===== src/rtl/encoder_4_2_sync.sv =====
// Debounced 4-to-2 priority encoder. req[3] has the highest priority and gives code 00; req[0] gives code 11.
// Latency: a stable request is presented DB_CYCLES edges after capture, counting the capture edge.
//   Without ENCODER_4_2_SYNC_DEBOUNCE_EN, the code is presented on the capture edge itself.
// Handshake: the code stays held until ack arrives; after that, req must return to 0 before a new capture.
//   Define the macro ENCODER_4_2_SYNC_DEBOUNCE_EN to build the DEBOUNCE state and its counter.
module encoder_4_2_sync #(
    parameter int DB_CYCLES = 4
) (
    input  logic       clk,
    input  logic       reset,
    input  logic       en,
    input  logic [3:0] req,
    input  logic       ack,
    output logic [1:0] code,
    output logic       valid,
    output logic       multi
);

    // Reject illegal debounce depths at elaboration. The counter is 4 bits wide.
    if (DB_CYCLES < 1 || DB_CYCLES > 15) begin : g_db_range
        $error("encoder_4_2_sync: DB_CYCLES must be in 1..15");
    end

`ifdef ENCODER_4_2_SYNC_DEBOUNCE_EN
    typedef enum logic [1:0] {
        IDLE     = 2'd0,
        DEBOUNCE = 2'd1,
        HOLD     = 2'd2,
        RELEASE  = 2'd3
    } state_t;
`else
    typedef enum logic [1:0] {
        IDLE    = 2'd0,
        HOLD    = 2'd2,
        RELEASE = 2'd3
    } state_t;
`endif

    state_t     state, state_n;
    logic [1:0] code_n;
    logic       valid_n;
    logic       multi_n;

    // Fixed priority: the highest-numbered active line wins and maps to the lowest code.
    function automatic logic [1:0] enc_code(input logic [3:0] r);
        if (r[3])      return 2'b00;
        else if (r[2]) return 2'b01;
        else if (r[1]) return 2'b10;
        else           return 2'b11;
    endfunction

    // The clear-lowest-set-bit trick leaves a nonzero result when more than one line is set.
    function automatic logic is_multi(input logic [3:0] r);
        return (r & (r - 4'd1)) != 4'd0;
    endfunction

`ifdef ENCODER_4_2_SYNC_DEBOUNCE_EN
    localparam logic [3:0] DB_TARGET = 4'(DB_CYCLES);

    logic [3:0] snapshot, snapshot_n;
    logic [3:0] count, count_n;
    logic [3:0] count_inc;

    // The counter saturates at 15, so a long stable request can never wrap it back to a low value.
    assign count_inc = (count == 4'hF) ? count : count + 4'd1;
`endif

    // Next-state and next-output logic. Every register holds its value unless a branch loads it.
    always_comb begin
        state_n = state;
        code_n  = code;
        valid_n = valid;
        multi_n = multi;
`ifdef ENCODER_4_2_SYNC_DEBOUNCE_EN
        snapshot_n = snapshot;
        count_n    = count;
`endif
        case (state)
            IDLE: begin
                if (en && req != 4'd0) begin
`ifdef ENCODER_4_2_SYNC_DEBOUNCE_EN
                    snapshot_n = req;
                    count_n    = 4'd1;
                    // With a one-cycle debounce, the capture edge is also the presenting edge.
                    if (DB_TARGET <= 4'd1) begin
                        state_n = HOLD;
                        code_n  = enc_code(req);
                        multi_n = is_multi(req);
                        valid_n = 1'b1;
                    end else begin
                        state_n = DEBOUNCE;
                    end
`else
                    state_n = HOLD;
                    code_n  = enc_code(req);
                    multi_n = is_multi(req);
                    valid_n = 1'b1;
`endif
                end
            end
`ifdef ENCODER_4_2_SYNC_DEBOUNCE_EN
            DEBOUNCE: begin
                if (!en || req == 4'd0) begin
                    state_n = IDLE;
                end else if (req == snapshot) begin
                    count_n = count_inc;
                    if (count_inc >= DB_TARGET) begin
                        state_n = HOLD;
                        code_n  = enc_code(snapshot);
                        multi_n = is_multi(snapshot);
                        valid_n = 1'b1;
                    end
                end else begin
                    // The request pattern changed but is still nonzero, so restart debouncing on the new pattern.
                    snapshot_n = req;
                    count_n    = 4'd1;
                end
            end
`endif
            HOLD: begin
                if (ack) begin
                    state_n = RELEASE;
                    valid_n = 1'b0;
                end
            end
            RELEASE: begin
                // Wait for all request lines to drop, so a request that is still held cannot trigger again.
                if (req == 4'd0) begin
                    state_n = IDLE;
                end
            end
            default: begin
                state_n = IDLE;
            end
        endcase
    end

    // State and output registers. Synchronous reset overrides all other inputs.
    always_ff @(posedge clk) begin
        if (reset) begin
            state <= IDLE;
            code  <= 2'b00;
            valid <= 1'b0;
            multi <= 1'b0;
`ifdef ENCODER_4_2_SYNC_DEBOUNCE_EN
            snapshot <= 4'd0;
            count    <= 4'd0;
`endif
        end else begin
            state <= state_n;
            code  <= code_n;
            valid <= valid_n;
            multi <= multi_n;
`ifdef ENCODER_4_2_SYNC_DEBOUNCE_EN
            snapshot <= snapshot_n;
            count    <= count_n;
`endif
        end
    end

endmodule


===== config.mk =====
export PLATFORM = sky130hd
export DESIGN_NAME = encoder_4_2_sync
export DESIGN_NICKNAME = d
export VERILOG_FILES = /design/src/rtl/encoder_4_2_sync.sv
export SDC_FILE = /design/constraint.sdc
export NUM_CORES = 1
export LEC_CHECK = 0
export CORE_AREA = 2 2 39 41
export DETAILED_ROUTE_END_ITERATION = 8
export DIE_AREA = 0 0 41 43
export DONT_BUFFER_PORTS = 1
export PLACE_DENSITY = 0.4
export SLEW_MARGIN = 15
export SYNTH_ARGS = -nofsm -noshare
export SYNTH_HDL_FRONTEND = slang
export SYNTH_SLANG_ARGS = --single-unit

===== constraint.sdc =====
create_clock -name clk -period 2.7 [get_ports clk]
set_input_delay 0.135 -clock clk [delete_from_list [all_inputs] [get_ports clk]]
set_output_delay 0.135 -clock clk [all_outputs]
set_load 0.02 [all_outputs]

==> reports/results.tsv, run 1 <==
metric	value	unit
outcome	finished clean	
WL/cell	12.4	um
CTS root buf	clkbuf_4	
drt pass-1 iters	2	
Max FO, Critical Path	5	
worst-path cell chain	or3b_4, a2111oi_4, o21a_1	
Placement Rows	14	
VDD IR max	0.199	mV
Post-CTS Setup Bufs	0	
final-report hold violation count	0	
maximum clock rate	812	MHz
CP max-delay cell	or3b_4	
global route total overflow	0	
Static Leakage	0.128	nW
Core ar.	1380	um^2
via count	276	
Ports	12	
Post-synth EDFFs	0	
DR DRC count	0	
Crit. End Element	flip-flop	
Finished Layout Cells	54	
count of state elements after synthesis	6	
I/O Buffers	0	
multi-input logic area	188	um^2
Skew-Pair Late Insertion Delay	250	ps
Max-cap violations	0	
Total Wirelength	667	um
GPL Wtd Cong	0.777	
Seq/Total Area, Yosys	37.2	%
cells after synthesis	34	
critical path startpoint category	flip-flop	
hpwl dp	532	um
total power	221	uW
count of final max-slew check failures	0	
final setup fails	0	
Hold WC Path Type	primary input to flip-flop	
initial antenna violation count	0	
All-Layer GR Usage	9.75	%
kind of critical path	flip-flop to flip-flop	
# fillers	151	
layout cells sized above 1	15.8	%
post-route cell area	375	um^2
setup TNS	0	ps
final net count	48	
largest net degree at the start of global routing	7	
Initial Util	23.3	%
Die ar.	1760	um^2
clk sinks	6	
ANT nets after route	0	
final period utilization	45.6	%
clk slew on worst S/H paths	40	ps
CTS Buffer Depth	2	
syn avg cell area	9.49	um^2
H-tree lvl count	1	
ant diodes	0	
Async SR Flop Fraction	0	%
ys flop type	dfxtp_1	
Synth warnings	0	
1st-iter DRT viols	1	
Final min period	1230	ps
Worst Path Required	2890	ps
area delta synth->final	16.3	%
CTS tree	done	
RSZ-0062 raised after global routing	false	
Placed Area	343	um^2
final hold slack	56.3	ps
max_slew headroom	72.6	%
Die W	41	um
worst slew pin tran	409	ps
global-route wire length before repair	1100	um
vias in the first global route	285	
Avg Vias per Cell	5.11	
crit-path max cell delay	440	ps
crit path DAT	1420	ps
Die Y	43	um
Unique masters post-synth	20	
TritonCTS buffer count	3	
PwrDens	590	nW/um^2
Final Skew	0.618	ps
net count after synthesis	42	
Sequential Area	120	um^2
# placed instances	50	
Post-Syn Area	323	um^2
## cells in the final DEF (no fill, tap or decap), types with 2 or more instances in the layout
| cell | count |
|---|---|
| nor2_1 | 2 |
| a21oi_1 | 3 |
| o21a_1 | 2 |
| clkbuf_4 | 3 |
| dfxtp_1 | 6 |
| nor3_1 | 2 |
| inv_1 | 4 |
| o21ai_0 | 2 |
## synth_stat cells (2+ instances only)
library cell,n,area share (%)
a21oi_1,3,4.6
dfxtp_1,6,37
o21ai_0,2,3.1
inv_1,4,4.6
nor2_1,2,2.3
o21a_1,2,4.6
nor3_1,2,3.1
## cells by family (layout without fill, tap and decap cells)
logic type / Yosys count / count (layout) / synth area share (%)
AOI/OAI and AO/OA: 14 / 14 / 36.0
and+or+nand+nor: 10 / 10 / 22.1
DFF: 6 / 6 / 37.2
buffers and inverters: 4 / 8 / 4.65
## layout make-up
type	instances	share of cell area, %
clock buffer	3	6.00
inverter	4	4.00
multi-input combinational	24	50.0
sequential	6	32.0
tap	16	5.33
timing repair buffer	1	2.67
## flip-flops by register name, summed over array words and instances (netlist names)
register	flops
multi	1
code	2
valid	1
state	2
## report_power, final
part	total [mW]	internal, mW	switching (mW)
sequential	0.109	0.0972	0.0118
clock	0.0826	0.0503	0.0324
combinational	0.0297	0.0153	0.0144
## worst max-delay path: cells and delay by family (launching register included)
kind / cells / cell delay (ps)
flip-flops: 1 / 340
AND/OR/NAND/NOR: 1 / 440
AO/OA/AOI/OAI: 2 / 400
## through the flow
stage / setup slack, ps / utilization [%]
2_1_floorplan: 1520 / -
3_3_place_gp: 1490 / 24.8
3_5_place_dp: 1480 / 24.8
4_1_cts: 1470 / 27.1
5_1_grt: 1420 / 27.1
6_report: 1470 / 27.1
## final timing paths
check | from | endpoint | slack [ps] | cells after the start
setup / recovery | state[0] | code[0] | 1470 | 3
hold / removal | ack | state[0] | 60 | 2
setup reg to reg | state[0] | code[0] | 1470 | 3
hold reg to reg | state[1] | state[0] | 510 | 2
## per-layer routing
| metal | vias up | share of wire, % | global-route usage [%] |
|---|---|---|---|
| li1 | 138 | - | - |
| met1 | 124 | 37 | 9.35 |
| met2 | 11 | 45 | 12.8 |
| met3 | 3 | 15 | 6.28 |
| met4 | 0 | 3.4 | 10.0 |
| met5 | - | 0 | 0 |
## timing repair
item,CTS,global route
resized for setup,0,0
endpoints found under the hold margin,2,0
hold buffers,1,0
(Power assumes the default switching activity.)
==> inputs of run 2 (changes only) <==
ABC_AREA = 1   (was not set)
clock period = 1.2 ns   (was 2.7 ns; I/O delays follow)
==> run 2 against run 1 <==
Effect of this change: sequential cell count unchanged; setup slack worse by 1100 ps; area after synthesis decreased by 2.7%; hold slack worse by 42 ps; final area increased by 3.0%; clock-buffer cell count is the same; non-clock buffer count increased by 2; clock power up 120%; routed wire length fell by 9.9%; first-iteration DRC count increased by 100%; critical path type unchanged; critical endpoint is now multi; largest cell class unchanged.
==> reports/results.tsv, run 2 <==
metric	value	unit	change
outcome	finished clean		
Hold WC Path Type	primary input to flip-flop		
crit path DAT	1000	ps	-420 ps
Max-cap violations	0		unchanged
Net Sw Frac	26.8	%	+0.31 points
Combinational Power Share	14.4	%	+1.0 points
Synth warnings	0		unchanged
final-report hold violation count	0		unchanged
Die W	41	um	unchanged
final period utilization	72.2	%	+27 points
VDD IR max	0.491	mV	+150%
Final min period	866	ps	-365 ps
count of final max-slew check failures	0		unchanged
Avg Vias per Cell	4.21		-18%
cells after synthesis	46		+35%
Ports	12		unchanged
Worst Reg2Reg Path Length in Cells	4		+1
Initial Util	22.7	%	-0.63 points
reg2reg start	state[0]		
critical path startpoint category	flip-flop		
Post-CTS Setup Bufs	0		unchanged
global-route wire length before repair	1050	um	-4.5%
Die Y	43	um	unchanged
area delta synth->final	23.1	%	
post-route cell area	387	um^2	+3.0%
CTS Buffer Depth	2		unchanged
max_slew headroom	84.6	%	+12 points
Static Leakage	0.192	nW	+51%
Max FO, Critical Path	6		+1
All-Layer GR Usage	9.16	%	-0.58 points
CTS tree	done		
Placement Rows	14		unchanged
Synth area leaders	dfxtp_1, nand2_1, inv_1, nor2_1, nor2_2		
setup TNS	0	ps	unchanged
# placed instances	62		+24%
H-tree lvl count	1		unchanged
syn avg cell area	6.83	um^2	-28%
1st-iter DRT viols	2		+1
global route total overflow	0		unchanged
top flop regs	code x2, state x2		
crit path capture	multi		
Worst Path Required	1330	ps	-1560 ps
Async SR Flop Fraction	0	%	unchanged
final net count	62		+29%
Setup WS pre-CTS	325	ps	-1150 ps
net count after synthesis	54		+29%
Power Internal	362	uW	+120%
clk sinks	6		unchanged
ys flop type	dfxtp_1		
maximum clock rate	1150	MHz	+42%
TritonCTS buffer count	3		unchanged
PwrDens	1280	nW/um^2	+120%
R2R setup slack	330	ps	-1130 ps
Placed Area	334	um^2	-2.6%
commonest non-fill, non-tap cell in the layout	nand2_1		
sw power	132	uW	+130%
hpwl dp	488	um	-8.2%
sequential share of power	49.1	%	about the same
reg-to-reg endpoint	multi		
Crit. End Element	flip-flop		
Setup crit start	state[0]		
Post-Syn Area	314	um^2	-2.7%
ANT nets after route	0		unchanged
CTS root buf	clkbuf_4		
DR DRC count	0		unchanged
GPL Wtd Cong	0.620		-20%
ant diodes	0		unchanged
I/O Buffers	0		unchanged
largest area contributor in the netlist	dfxtp_1		
count of state elements after synthesis	6		unchanged
area share of the largest cell type after synthesis	38.2	%	+1.0 points
clock group share of total power	36.5	%	-0.8 points
largest net degree at the start of global routing	7		unchanged
most frequent cells after synthesis	nand2_1, inv_1, dfxtp_1, nor2_1		
Die ar.	1760	um^2	unchanged
Post-synth EDFFs	0		unchanged
final setup fails	0		unchanged
via count	286		+3.6%
Finished Layout Cells	68		+26%
Final Skew	1.77	ps	+1.15 ps
Core ar.	1380	um^2	unchanged
hold path cells	2		unchanged
Skew-Pair Late Insertion Delay	240	ps	about the same
setup ws final	334	ps	-1130 ps
Unique masters post-synth	12		-40%
drt pass-1 iters	2		unchanged
worst slew pin tran	231	ps	-177 ps
Total Wirelength	601	um	-9.9%
most frequent cells in the layout	nand2_1, inv_1, nor2_1, dfxtp_1		
layout cells sized above 1	17.3	%	+1.5 points
kind of critical path	flip-flop to flip-flop		
most numerous cell in the Yosys netlist	nand2_1		
RSZ-0062 raised after global routing	false		
clk slew on worst S/H paths	40	ps	about the same
initial antenna violation count	0		unchanged
vias in the first global route	271		-4.9%
WL/cell	8.84	um	-28%
post-CTS sizing	0		unchanged
Seq/Total Area, Yosys	38.2	%	+1.0 points
[run 2: worst min-delay path by stage]
stage	startpoint	to	slack, ps
2_1_floorplan	reset	state[1]	130
3_3_place_gp	reset	state[1]	130
3_5_place_dp	reset	state[1]	130
4_1_cts	en	valid	5
5_1_grt	en	valid	20
6_report	en	valid	10
[run 2: final cells by class]
class | count | area, um^2
well taps | 16 | 20.0
clock buffers | 3 | 22.5
repair buffers | 3 | 30.0
flip-flops and latches | 6 | 120
inverters | 9 | 33.8
multi-input cells | 31 | 160
fillers | 154 | 997
[run 2: power by group through the flow]
| stage | registers [mW] | clock network, mW | logic [mW] |
|---|---|---|---|
| after global routing | 0.245 | 0.206 | 0.0823 |
| after CTS | 0.243 | 0.192 | 0.0727 |
| after detailed placement | 0.247 | 0 | 0.0640 |
| after global placement | 0.247 | 0 | 0.0640 |
| final | 0.243 | 0.180 | 0.0709 |
| after floorplan | 0.244 | 0 | 0.0552 |
[run 2: cells by family after synthesis]
| kind of cell | share of synthesized area (%) |
|---|---|
| DFF | 38.2 |
| AOI/OAI and AO/OA | 9.16 |
| and+or+nand+nor | 41.8 |
| buffers and inverters | 10.8 |
[run 2: metal layers]
layer,vias to the layer above,wire length [um],track usage [%]
met5,-,0,0
met4,0,17,6.00
met3,4,64,4.71
met2,10,266,11.9
met1,118,252,11.4
li1,154,-,-
[run 2: what timing repair did]
item	CTS	global route
endpoints found under the setup margin	0	0
hold endpoints to repair	3	0
hold buffers	3	0
[run 2: through the flow]
step	utilization, %	total power [mW]	hold WS (ps)
floorplan	-	0.299	129
global placement	24.1	0.311	134
detailed placement	24.1	0.311	133
CTS	27.9	0.509	5.26
global route	27.9	0.534	17.0
finish	27.9	0.494	14.1
[run 2: critical path, cell delays in order, from the launching register on]
cell	delay (ps)
dfxtp_1	320
nor2_2	170
nand3_4	120
nor2_1	100
nor2_1	50
==> inputs of run 3 (changes only) <==
clock period = 0.8 ns   (was 1.2 ns; I/O delays follow)
==> run 3 against run 2 <==
Effect of this change: the run now ends with negative hold slack, negative setup slack left; register-to-register slack worse by 370 ps; global-route usage up 0.18 points; total power up 62%; sequential share of layout area down 3.5 points.
==> reports/results.tsv, run 3 (synthesis gave the netlist of run 2 again) <==
metric	value	unit	change
failing checks	negative hold slack, negative setup slack		
Worst Reg2Reg Path Length in Cells	4		unchanged
via count	312		+9.1%
ant diodes	0		unchanged
crit-path max cell delay	330	ps	about the same
clk sinks	6		unchanged
most frequent cells in the layout	nand2_1, inv_1, nor2_1		
hold path start	reset		
Crit. End Element	flip-flop		
max_slew headroom	86.9	%	+2.4 points
area delta synth->final	41.4	%	
critical path startpoint category	flip-flop		
clock group share of total power	35.8	%	-0.7 points
maximum clock rate	1190	MHz	+3.1%
final net count	68		+9.7%
R2R setup slack	-40	ps	-370 ps
commonest non-fill, non-tap cell in the layout	nand2_1		
initial antenna violation count	0		unchanged
reg2reg start	state[0]		
Core ar.	1380	um^2	unchanged
CTS Buffer Depth	2		unchanged
Net Sw Frac	28.0	%	+1.2 points
CTS root buf	clkbuf_4		
Die ar.	1760	um^2	unchanged
final hold slack	-27.9	ps	-42.0 ps
drt pass-1 iters	4		+2
# fillers	160		+3.9%
Power Internal	577	uW	+59%
count of final max-slew check failures	0		unchanged
hpwl dp	493	um	+1.0%
layout cells sized above 1	29.3	%	+12 points
global route total overflow	0		unchanged
sequential share of power	42.7	%	-6.4 points
Initial Util	22.7	%	unchanged
kind of critical path	flip-flop to flip-flop		
CTS tree	done		
DR DRC count	0		unchanged
final period utilization	105	%	+33 points
Total Wirelength	658	um	+9.5%
Ports	12		unchanged
worst path buffer plus inverter count	0		unchanged
All-Layer GR Usage	9.35	%	+0.18 points
worst-path cell chain	nor2_4, nand3_4, nor2_1, nor2_1		
Placement Rows	14		unchanged
Worst Path Required	940	ps	-390 ps
Die Y	43	um	unchanged
Final min period	840	ps	-26.3 ps
Max FO, Critical Path	6		unchanged
final-report hold violation count	2		+2
Static Leakage	0.225	nW	+17%
outcome	finished with violations		
final setup fails	3		+3
Skew-Pair Late Insertion Delay	240	ps	about the same
Max-cap violations	0		unchanged
crit path DAT	980	ps	-20 ps
CP max-delay cell	dfxtp_2		
hold path cells	3		+1
1st-iter DRT viols	4		+2
H-tree lvl count	1		unchanged
RSZ-0062 raised after global routing	true		
Die W	41	um	unchanged
clk slew on worst S/H paths	50	ps	about the same
WL/cell	8.89	um	+0.61%
PwrDens	1800	nW/um^2	+41%
Final Skew	0.363	ps	-1.40 ps
reg-to-reg endpoint	code[0]		
Hold Path End	state[0]		
sw power	224	uW	+69%
Avg Vias per Cell	4.22		+0.25%
Combinational Power Share	21.5	%	+7.1 points
setup ws final	-40.0	ps	-374 ps
vias in the first global route	302		+11%
ANT nets after route	0		unchanged
largest net degree at the start of global routing	7		unchanged
most frequent CP cell	nor2_1		
I/O Buffers	0		unchanged
VDD IR max	0.584	mV	+19%
top cell family by delay on the critical path	simple AND/OR/NAND/NOR gates		
Finished Layout Cells	74		+8.8%
GPL Wtd Cong	0.653		+5.3%
Hold WC Path Type	primary input to flip-flop		
setup TNS	-110	ps	-110 ps
global-route wire length before repair	1060	um	+1.3%
TritonCTS buffer count	3		unchanged
worst slew pin tran	196	ps	-35.2 ps
top flop regs	code x2, state x2		
# placed instances	67		+8.1%
[run 3: cell type report]
class	count	area [um^2]	share of cell area, %
Clock buffer	3	22.5	5.07
Inverter	9	33.8	7.61
Multi-Input combinational cell	31	168	37.7
Sequential cell	6	123	27.6
Tap cell	16	20.0	4.51
Timing Repair Buffer	9	77.6	17.5
[run 3: how the worst max path moves through the flow]
stage              from  endpoint  slack [ps]  cells past startpoint
6_report       state[0]   code[0]         -40                      4
2_1_floorplan  state[1]   code[0]           6                      4
5_1_grt        state[0]     multi         -90                      5
4_1_cts        state[1]   code[1]         -50                      5
3_5_place_dp   state[1]   code[0]         -50                      4
3_3_place_gp   state[1]   code[0]         -40                      4
[run 3: layer usage]
metal / vias to the layer above / track usage [%] / share of wire (%)
li1: 166 / - / -
met1: 134 / 9.68 / 45
met2: 12 / 14.4 / 47
met3: 0 / 5.76 / 7.6
met4: 0 / 4.00 / 0
met5: - / 0 / 0
[run 3: power by group through the flow]
| stage | combinational, mW | clock, mW | sequential, mW |
|---|---|---|---|
| CTS | 0.164 | 0.294 | 0.343 |
| finish | 0.172 | 0.286 | 0.342 |
| floorplan | 0.0852 | 0 | 0.369 |
| global route | 0.193 | 0.308 | 0.345 |
| detailed placement | 0.156 | 0 | 0.348 |
| global placement | 0.156 | 0 | 0.347 |
[run 3: tightest hold or removal path, stage by stage]
cell     delay [ps]
inv_1            30
o21ai_0          60
nor2_1           50
[run 3: what timing repair did]
action,4_1_cts,5_1_grt
cloned,0,0
gates resized for setup,1,1
hold buffers,2,2
setup buffers,0,0
setup endpoints to repair,5,6
pin swaps,4,6
endpoints found under the hold margin,6,2
[run 3: through the flow]
| stage | total power [mW] | instance area, um^2 | worst slack, ps | util, % |
|---|---|---|---|---|
| final | 0.801 | 444 | -40.0 | 32.1 |
| after global placement | 0.503 | 378 | -36.6 | 27.3 |
| after floorplan | 0.455 | 320 | 6.33 | - |
| after CTS | 0.801 | 422 | -48.4 | 30.5 |
| after global routing | 0.847 | 444 | -92.3 | 32.1 |
| after detailed placement | 0.504 | 378 | -49.1 | 27.3 |
